[config.mk]
export PLATFORM = sky130hd
export DESIGN_NAME = irq_ctrl
export DESIGN_NICKNAME = d
export VERILOG_FILES = /design/src/rtl/irq_ctrl.sv
export SDC_FILE = /design/constraint.sdc
export NUM_CORES = 1
export LEC_CHECK = 0
export CORE_ASPECT_RATIO = 0.75
export CORE_UTILIZATION = 36
export DETAILED_ROUTE_END_ITERATION = 16
export GPL_ROUTABILITY_DRIVEN = 0
export GPL_TIMING_DRIVEN = 0
export HOLD_SLACK_MARGIN = 0.03
export PLACE_DENSITY = 0.7
export SLEW_MARGIN = 20
export SYNTH_ARGS = -nofsm -noshare
export SYNTH_HDL_FRONTEND = slang
export SYNTH_SLANG_ARGS = --single-unit
[constraint.sdc]
create_clock -name I_clk -period 1.67 [get_ports I_clk]
set_input_delay 0.334 -clock I_clk [delete_from_list [all_inputs] [get_ports I_clk]]
set_output_delay 0.334 -clock I_clk [all_outputs]
set_load 0.05 [all_outputs]
[src/rtl/irq_ctrl.sv]
// Prioritised interrupt controller: per-line level/edge capture, mask, W1C pending,
// and a request/acknowledge/number/service handshake with the core.
module irq_ctrl #(
    parameter int NUM_IRQ    = 8,
    parameter int DATA_WIDTH = 16
) (
    input  logic                  I_clk,
    input  logic                  I_reset,
    input  logic [NUM_IRQ-1:0]    I_irq,
    input  logic                  I_irq_ack,
    input  logic                  I_eoi,
    input  logic                  I_cfg_write,
    input  logic [1:0]            I_cfg_addr,
    input  logic [DATA_WIDTH-1:0] I_cfg_data,
    output logic [DATA_WIDTH-1:0] O_cfg_data,
    output logic                  O_irq_active,
    output logic [DATA_WIDTH-1:0] O_irq_number,
    output logic                  O_number_valid,
    output logic                  O_in_service
);

    localparam int ID_W = (NUM_IRQ > 1) ? $clog2(NUM_IRQ) : 1;

    typedef enum logic [1:0] {
        IDLE,
        REQUEST,
        NUMBER,
        SERVICE
    } state_t;

    state_t              state;
    logic [NUM_IRQ-1:0]  mask;
    logic [NUM_IRQ-1:0]  mode;
    logic [NUM_IRQ-1:0]  pending;
    logic [NUM_IRQ-1:0]  irq_prev;
    logic [ID_W-1:0]     id;

    logic [NUM_IRQ-1:0]  cfg_wdata;
    logic [NUM_IRQ-1:0]  eligible;
    logic [NUM_IRQ-1:0]  set_vec;
    logic [NUM_IRQ-1:0]  pending_clr;
    logic [NUM_IRQ-1:0]  pending_next;
    logic [ID_W-1:0]     winner;
    logic                ack_taken;
    logic                unused_cfg_bits;

    assign cfg_wdata       = I_cfg_data[NUM_IRQ-1:0];
    assign unused_cfg_bits = ^I_cfg_data;
    assign eligible        = pending & mask;
    assign set_vec         = (mode & I_irq & ~irq_prev) | (~mode & I_irq);
    assign ack_taken       = (state == REQUEST) && (eligible != '0) && I_irq_ack;
    assign O_irq_number    = DATA_WIDTH'(id);

    // Lowest eligible index wins, so scan downwards and let the last hit stand.
    always_comb begin
        winner = '0;
        for (int i = NUM_IRQ - 1; i >= 0; i--) begin
            if (eligible[i]) begin
                winner = ID_W'(i);
            end
        end
    end

    // Clears are applied first so a set event in the same cycle wins.
    always_comb begin
        pending_clr = '0;
        if (I_cfg_write && (I_cfg_addr == 2'd2)) begin
            pending_clr = cfg_wdata;
        end
        if (ack_taken && mode[winner]) begin
            pending_clr[winner] = 1'b1;
        end
        pending_next = (pending & ~pending_clr) | set_vec;
    end

    always_ff @(posedge I_clk) begin
        if (I_reset) begin
            mask       <= '0;
            mode       <= '0;
            pending    <= '0;
            irq_prev   <= '0;
            O_cfg_data <= '0;
        end else begin
            irq_prev <= I_irq;
            pending  <= pending_next;
            if (I_cfg_write && (I_cfg_addr == 2'd0)) begin
                mask <= cfg_wdata;
            end
            if (I_cfg_write && (I_cfg_addr == 2'd1)) begin
                mode <= cfg_wdata;
            end
            case (I_cfg_addr)
                2'd0:    O_cfg_data <= DATA_WIDTH'(mask);
                2'd1:    O_cfg_data <= DATA_WIDTH'(mode);
                2'd2:    O_cfg_data <= DATA_WIDTH'(pending);
                default: O_cfg_data <= '0;
            endcase
        end
    end

    // Outputs are registered alongside the state so each one is high exactly in its state.
    always_ff @(posedge I_clk) begin
        if (I_reset) begin
            state          <= IDLE;
            id             <= '0;
            O_irq_active   <= 1'b0;
            O_number_valid <= 1'b0;
            O_in_service   <= 1'b0;
        end else begin
            O_irq_active   <= 1'b0;
            O_number_valid <= 1'b0;
            O_in_service   <= 1'b0;
            case (state)
                IDLE: begin
                    if (eligible != '0) begin
                        state        <= REQUEST;
                        O_irq_active <= 1'b1;
                    end
                end
                REQUEST: begin
                    if (eligible == '0) begin
                        state <= IDLE;
                    end else if (I_irq_ack) begin
                        id             <= winner;
                        state          <= NUMBER;
                        O_number_valid <= 1'b1;
                    end else begin
                        O_irq_active <= 1'b1;
                    end
                end
                NUMBER: begin
                    state        <= SERVICE;
                    O_in_service <= 1'b1;
                end
                SERVICE: begin
                    if (I_eoi) begin
                        state <= IDLE;
                    end else begin
                        O_in_service <= 1'b1;
                    end
                end
                default: state <= IDLE;
            endcase
        end
    end

endmodule

==> tab_implementation.tex, run 1 <==
\begin{tabular}{lr}
\hline
Metric & Value \\
\hline
\multicolumn{2}{l}{\textbf{Outcome}} \\
Outcome & completed \\
\multicolumn{2}{l}{\textbf{GRT}} \\
Remaining Overflow, GRT & 0 \\
Wire length of the first global-routing pass & 8340 um \\
Pin count of the biggest net entering global routing & 14 \\
Via count of the first global-routing pass & 1746 \\
Tot GR Track Use & 0.167 \\
Antenna violations before repair & 0 \\
\multicolumn{2}{l}{\textbf{Floorplan}} \\
Width of the chip & 92.2 um \\
Die height & 69.7 um \\
Area of the die & 6420 um\^{}2 \\
Count of standard-cell rows & 24 \\
Boundary pin count & 66 \\
Effective utilization at floorplan & 0.375 \\
Core Area & 5860 um\^{}2 \\
\multicolumn{2}{l}{\textbf{Place}} \\
PortBufs & 35 \\
Setup WS pre-CTS & -0.349 ns \\
Estimated wirelength of the detail-placed design & 3810 um \\
\multicolumn{2}{l}{\textbf{STA}} \\
Headroom to the max-slew limit & 0.620 \\
Min setup slack post-route & 0.0816 ns \\
Setup skew after layout & 0.00900 ns \\
Final count of pins violating max slew & 0 \\
Share of the clock period used by the worst path after layout & 0.951 \\
Actual slew at the worst max-slew pin & 0.570 ns \\
Final setup viols & 0 \\
Total negative slack & 0 ns \\
Final Hold Vio Count & 0 \\
Maximum clock frequency & 630 MHz \\
Post-layout minimum cycle time & 1.59 ns \\
\multicolumn{2}{l}{\textbf{Power and ir drop}} \\
Overall power of the completed layout & 0.00247 W \\
Comb pwr share & 0.224 \\
Reported leakage power & 1.24 nW \\
Switching portion of total power & 0.310 \\
Sequential fraction of design power & 0.515 \\
Power density normalized to cell area & 881 nW/um\^{}2 \\
Peak supply drop & 0.376 mV \\
Part of the power in the clock network & 0.262 \\
Int Power & 0.00171 W \\
Psw & 0.000765 W \\
\multicolumn{2}{l}{\textbf{Clock tree}} \\
Number of buffers inserted by hold repair at cts & 0 \\
Clock input transition at the sequential cells of the worst setup and hold paths & 0.08 ns \\
\# Post-CTS Setup Buffers & 0 \\
Insertion delay of the later-clocked pin in the worst-skew pair & 0.30 ns \\
H-tree levels & 2 \\
Number of clock sinks & 48 \\
CTS Buf Count & 5 \\
Root Driver & clkbuf\_8 \\
TritonCTS clock tree & done \\
Number of buffers on the longest clock path & 2 \\
\multicolumn{2}{l}{\textbf{Run}} \\
Maximum Capacitance Violations & 0 \\
\multicolumn{2}{l}{\textbf{Synthesis}} \\
Cells after Synth & 257 \\
Portion of the post-synthesis area used by sequential elements & 0.437 \\
Number of distinct library cells after synthesis & 36 \\
Number of synthesis warnings & 0 \\
Area of the mapped netlist & 2200 um\^{}2 \\
Average cell area after synthesis & 8.55 um\^{}2 \\
Number of storage elements in the synthesis netlist & 48 \\
\multicolumn{2}{l}{\textbf{Drt}} \\
Drt first-iter violations & 103 \\
Vias after detailed routing & 1906 \\
DRC Markers & 0 \\
Drt pass-1 iters & 4 \\
Wire length after detailed routing & 5170 um \\
Count of antenna-violating nets left after detailed routing & 0 \\
Routed len/inst & 13.0 um \\
Vias per inst & 4.81 \\
\multicolumn{2}{l}{\textbf{Critical path}} \\
Type of element launching the critical path & input port \\
Endpoint required time on the critical path & 1.85 ns \\
Class of the most critical setup path & in2reg \\
Maximum net fanout on the critical path & 7 \\
Crit path capture type & flop \\
Signal arrival time at the worst endpoint & 1.77 ns \\
\multicolumn{2}{l}{\textbf{Final layout}} \\
Nets & 349 \\
Commonest cells after routing, fill and taps aside & dfxtp\_1, nor2\_1, a21oi\_1, buf\_4 \\
Synthesis-to-layout area growth & 27.7\% \\
Antenna Diode Count & 0 \\
Fraction of the core area covered by cells at the end of the flow & 0.479 \\
Most common cell after layout, fill and taps aside & dfxtp\_1 \\
Share of post-route cells with drive strength above 1 & 0.123 \\
\multicolumn{2}{l}{\textbf{Min path}} \\
Worst Hold Class & in2reg \\
\hline
\end{tabular}
-- per-stage QoR --
| step | hold WS [ns] | instance area, um^2 | std cells |
|---|---|---|---|
| 2_1_floorplan | 0.432 | 2270 | 277 |
| 3_3_place_gp | 0.450 | 2720 | 390 |
| 3_5_place_dp | 0.466 | 2720 | 390 |
| 4_1_cts | 0.395 | 2790 | 397 |
| 5_1_grt | 0.399 | 2810 | 396 |
| 6_report | 0.395 | 2810 | 396 |
-- power groups by stage --
stage	combinational [W]	sequential [W]	clock, W
6_report	0.000553	0.00127	0.000647
5_1_grt	0.000595	0.00128	0.000720
4_1_cts	0.000546	0.00127	0.000659
3_5_place_dp	0.000552	0.00130	0
3_3_place_gp	0.000547	0.00129	0
2_1_floorplan	0.000355	0.00134	0
-- state kept, by name, indices dropped and copies added (netlist names), named ones only --
register / flops
O_cfg_data: 8
O_in_service: 1
O_irq_active: 1
O_number_valid: 1
id: 3
irq_prev: 8
mask: 8
mode: 8
pending: 8
state: 1
-- worst paths after layout --
path	from	endpoint	cells past startpoint	slack (ns)
hold / removal	I_reset	O_number_valid$_SDFF_PP0_	2	0.39
setup reg to reg	pending[0]$_SDFF_PP0_	pending[6]$_SDFF_PP0_	5	0.18
hold reg to reg	irq_prev[3]$_SDFF_PP0_	pending[3]$_SDFF_PP0_	1	0.48
setup / recovery	I_irq_ack	pending[2]$_SDFF_PP0_	5	0.08
-- Yosys cell counts --
library cell | instances | area (um^2)
a32oi_1 | 2 | 17.5
nand4_1 | 1 | 6.26
or3_1 | 1 | 6.26
buf_1 | 2 | 7.51
inv_1 | 9 | 33.8
nor4_4 | 1 | 21.3
mux2_2 | 1 | 11.3
conb_1 | 1 | 3.75
a221oi_1 | 1 | 8.76
dfxtp_1 | 48 | 961
nor2b_1 | 2 | 12.5
a22o_1 | 3 | 26.3
o21ai_0 | 9 | 45.0
o21a_1 | 1 | 7.51
nor2_1 | 38 | 143
a22o_4 | 1 | 17.5
a22oi_1 | 3 | 22.5
and2_1 | 1 | 6.26
nand3_1 | 11 | 55.1
and3_1 | 1 | 6.26
or2b_1 | 1 | 7.51
and3b_1 | 1 | 8.76
o221ai_1 | 7 | 61.3
nor3_1 | 2 | 10.0
a21oi_1 | 28 | 140
buf_4 | 21 | 158
o22ai_1 | 1 | 6.26
nand2b_1 | 15 | 93.8
or2_1 | 1 | 6.26
mux2i_1 | 16 | 160
a211oi_1 | 2 | 15.0
clkbuf_1 | 3 | 11.3
nand2_1 | 13 | 48.8
a2111oi_0 | 1 | 8.76
buf_2 | 7 | 35.0
nor3b_1 | 1 | 7.51
-- worst max-delay path: stages --
cell	delay (ns)
clkdlybuf4s50_1	0.56
nand3_4	0.14
or3_1	0.45
o21ai_0	0.16
o221ai_1	0.12
-- logic make-up (layout without fill, tap and decap cells) --
| family | after synthesis | in the layout | share of synthesized area |
|---|---|---|---|
| AOI/OAI and AO/OA | 59 | 59 | 0.171 |
| other | 1 | 21 | 0.00171 |
| and+or+nand+nor | 90 | 90 | 0.200 |
| buffers and inverters | 42 | 83 | 0.112 |
| DFF | 48 | 48 | 0.437 |
| muxes | 17 | 17 | 0.0780 |
-- cell type report --
class	instances	area, um^2
multi-input combinational	187	1080
inverter	9	33.8
tap	78	97.6
buffer	32	223
sequential	48	961
fill	591	3050
timing repair buffer	35	333
clock buffer	6	72.6
clock inverter	1	5.00
-- metal layers --
metal | track usage | part of all wire | vias up
met5 | 0 | 0 | -
met4 | 0.0573 | 0.0056 | 0
met3 | 0.0439 | 0.069 | 4
met2 | 0.252 | 0.45 | 59
met1 | 0.230 | 0.47 | 874
li1 | - | - | 969
-- what timing repair did --
item,CTS,global route
setup endpoints to repair,24,23
gates resized for setup,17,9
hold endpoints to repair,0,0
cloned,0,0
(Power assumes the default switching activity.)
==> inputs of run 2 (changes only) <==
- CORE_UTILIZATION: 36 -> 47
- PLACE_DENSITY: 0.7 -> 0.86
- SKIP_LAST_GASP: default -> 1
==> tab_implementation.tex, run 2 (synthesized netlist as in run 1, its figures left out) <==
\begin{tabular}{lr}
\hline
Metric & Value \\
\hline
\multicolumn{2}{l}{\textbf{Place}} \\
Cell Area, Placed & 2690 um\^{}2 (-0.97\%) \\
PortBufs & 35 (unchanged) \\
Setup WS pre-CTS & -0.344 ns (+0.00474 ns) \\
Estimated wirelength of the detail-placed design & 3820 um (+0.18\%) \\
Number of instances in the placed design & 369 (-5.4\%) \\
\multicolumn{2}{l}{\textbf{Final layout}} \\
Synthesis-to-layout area growth & 26.9\% \\
Layout Cells excl Fill & 376 (-5.1\%) \\
Commonest cells after routing, fill and taps aside & dfxtp\_1, nor2\_1, a21oi\_1, buf\_4 \\
Most common cell after layout, fill and taps aside & dfxtp\_1 \\
Fill count & 400 (-32\%) \\
Nets & 349 (unchanged) \\
Antenna Diode Count & 0 (unchanged) \\
Post-route design area & 2790 um\^{}2 (-0.67\%) \\
Share of post-route cells with drive strength above 1 & 0.125 (+0.00275) \\
Fraction of the core area covered by cells at the end of the flow & 0.624 (+0.145) \\
\multicolumn{2}{l}{\textbf{Drt}} \\
Count of antenna-violating nets left after detailed routing & 0 (unchanged) \\
Vias per inst & 5.30 (+10\%) \\
Drt first-iter violations & 87 (-16\%) \\
Vias after detailed routing & 1993 (+4.6\%) \\
Wire length after detailed routing & 5400 um (+4.5\%) \\
Routed len/inst & 14.4 um (+10\%) \\
Drt pass-1 iters & 4 (unchanged) \\
DRC Markers & 0 (unchanged) \\
\multicolumn{2}{l}{\textbf{Floorplan}} \\
Effective utilization at floorplan & 0.492 (+0.117) \\
Width of the chip & 81.0 um (-12\%) \\
Die height & 61.2 um (-12\%) \\
Core Area & 4470 um\^{}2 (-24\%) \\
Area of the die & 4950 um\^{}2 (-23\%) \\
Boundary pin count & 66 (unchanged) \\
Count of standard-cell rows & 21 (-13\%) \\
\multicolumn{2}{l}{\textbf{Outcome}} \\
Outcome & completed \\
\multicolumn{2}{l}{\textbf{GRT}} \\
Busiest grt layer & met2 \\
Tot GR Track Use & 0.232 (+0.0647) \\
Wire length of the first global-routing pass & 8270 um (-0.74\%) \\
Remaining Overflow, GRT & 0 (unchanged) \\
Met1 usage in global routing & 0.299 (+0.0685) \\
Met2 demand-to-capacity share in global routing & 0.376 (+0.124) \\
GR Layer Usage met3 & 0.0696 (+0.0258) \\
Pin count of the biggest net entering global routing & 14 (unchanged) \\
Antenna violations before repair & 0 (unchanged) \\
Via count of the first global-routing pass & 1698 (-2.7\%) \\
\multicolumn{2}{l}{\textbf{Critical path}} \\
Signal arrival time at the worst endpoint & 1.79 ns (+0.02 ns) \\
Largest delay share family, worst path & simple AND/OR/NAND/NOR gates \\
Class of the most critical setup path & in2reg \\
Worst setup slack for register-to-register paths & 0.13 ns (-0.05 ns) \\
Endpoint required time on the critical path & 1.85 ns (about the same) \\
Worst reg2reg path depth & 5 (unchanged) \\
Worst path cell trace & clkdlybuf4s50\_1, nand3\_2, or3\_1, o21ai\_0, o221ai\_1 \\
Number of stages on the worst setup path & 5 (unchanged) \\
Crit path capture type & flop \\
Maximum net fanout on the critical path & 7 (unchanged) \\
Slowest Stage Delay on Critical Path & 0.54 ns (-0.02 ns) \\
Worst path bufs/invs & 1 (unchanged) \\
Worst-path cell with the longest stage delay & clkdlybuf4s50\_1 \\
Type of element launching the critical path & input port \\
\multicolumn{2}{l}{\textbf{Clock tree}} \\
TritonCTS clock tree & done \\
Insertion delay of the later-clocked pin in the worst-skew pair & 0.30 ns (about the same) \\
Clock input transition at the sequential cells of the worst setup and hold paths & 0.08 ns (about the same) \\
Root Driver & clkbuf\_8 \\
Number of buffers inserted by hold repair at cts & 0 (unchanged) \\
CTS Buf Count & 5 (unchanged) \\
H-tree levels & 2 (unchanged) \\
Number of buffers on the longest clock path & 2 (unchanged) \\
Number of clock sinks & 48 (unchanged) \\
\multicolumn{2}{l}{\textbf{Power and ir drop}} \\
Power density normalized to cell area & 913 nW/um\^{}2 (+3.6\%) \\
Reported leakage power & 1.24 nW (+0.48\%) \\
Peak supply drop & 0.463 mV (+23\%) \\
\multicolumn{2}{l}{\textbf{STA}} \\
Final count of pins violating max slew & 0 (unchanged) \\
Actual slew at the worst max-slew pin & 0.594 ns (+0.0244 ns) \\
Post-layout minimum cycle time & 1.62 ns (+0.0279 ns) \\
Headroom to the max-slew limit & 0.604 (-0.0163) \\
Final setup viols & 0 (unchanged) \\
Setup repair after global routing missed its margin & true \\
Final Hold Vio Count & 0 (unchanged) \\
Share of the clock period used by the worst path after layout & 0.968 (+0.0167) \\
Min setup slack post-route & 0.0537 ns (-0.0279 ns) \\
Setup skew after layout & 0.00248 ns (-0.00652 ns) \\
Maximum clock frequency & 619 MHz (-1.7\%) \\
\multicolumn{2}{l}{\textbf{Min path}} \\
Hold depth & 2 (unchanged) \\
Worst Hold Class & in2reg \\
\multicolumn{2}{l}{\textbf{Run}} \\
Maximum Capacitance Violations & 0 (unchanged) \\
\hline
\end{tabular}
run 2: final cells by class:
type,instances,area (um^2),area share
Timing Repair Buffer,35,333,0.119
Tap cell,57,71.3,0.0256
Buffer,32,220,0.0790
Clock buffer,8,90.1,0.0323
Sequential cell,48,961,0.345
Inverter,9,33.8,0.0121
Multi-Input combinational cell,187,1080,0.387
run 2: where the power goes:
| part | switching (W) | total (W) | internal, W |
|---|---|---|---|
| logic | 0.000349 | 0.000556 | 0.000207 |
| clock network | 0.000375 | 0.000713 | 0.000338 |
| registers | 0.0000620 | 0.00127 | 0.00121 |
run 2: timing repair:
action	in CTS	in global routing
setup endpoints to repair	17	26
pin swaps	0	0
gates resized for setup	16	7
setup buffers	0	0
run 2: final timing paths:
kind | from | endpoint
setup / recovery | I_irq_ack | pending[2]$_SDFF_PP0_
hold / removal | I_reset | O_in_service$_SDFF_PP0_
setup reg to reg | pending[0]$_SDFF_PP0_ | pending[4]$_SDFF_PP0_
hold reg to reg | flop | O_irq_active$_SDFF_PP0_
run 2: stage by stage:
step | hold slack [ns] | setup TNS (ns) | total power [W]
floorplan | 0.432 | 0 | 0.00169
global placement | 0.447 | -8.03 | 0.00184
detailed placement | 0.452 | -9.05 | 0.00186
CTS | 0.367 | 0 | 0.00254
global route | 0.408 | -0.0616 | 0.00265
finish | 0.367 | 0 | 0.00254
run 2: worst register-to-register path: cells and delay by family (launching register included):
family	cells	cell delay (ns)
flops	1	0.44
compound gates	4	0.86
simple gates	1	0.13
run 2: routing by layer:
layer	vias up	share of wire
met4	0	0.012
met2	80	0.47
li1	970	-
met3	9	0.083
met5	-	0
met1	934	0.44
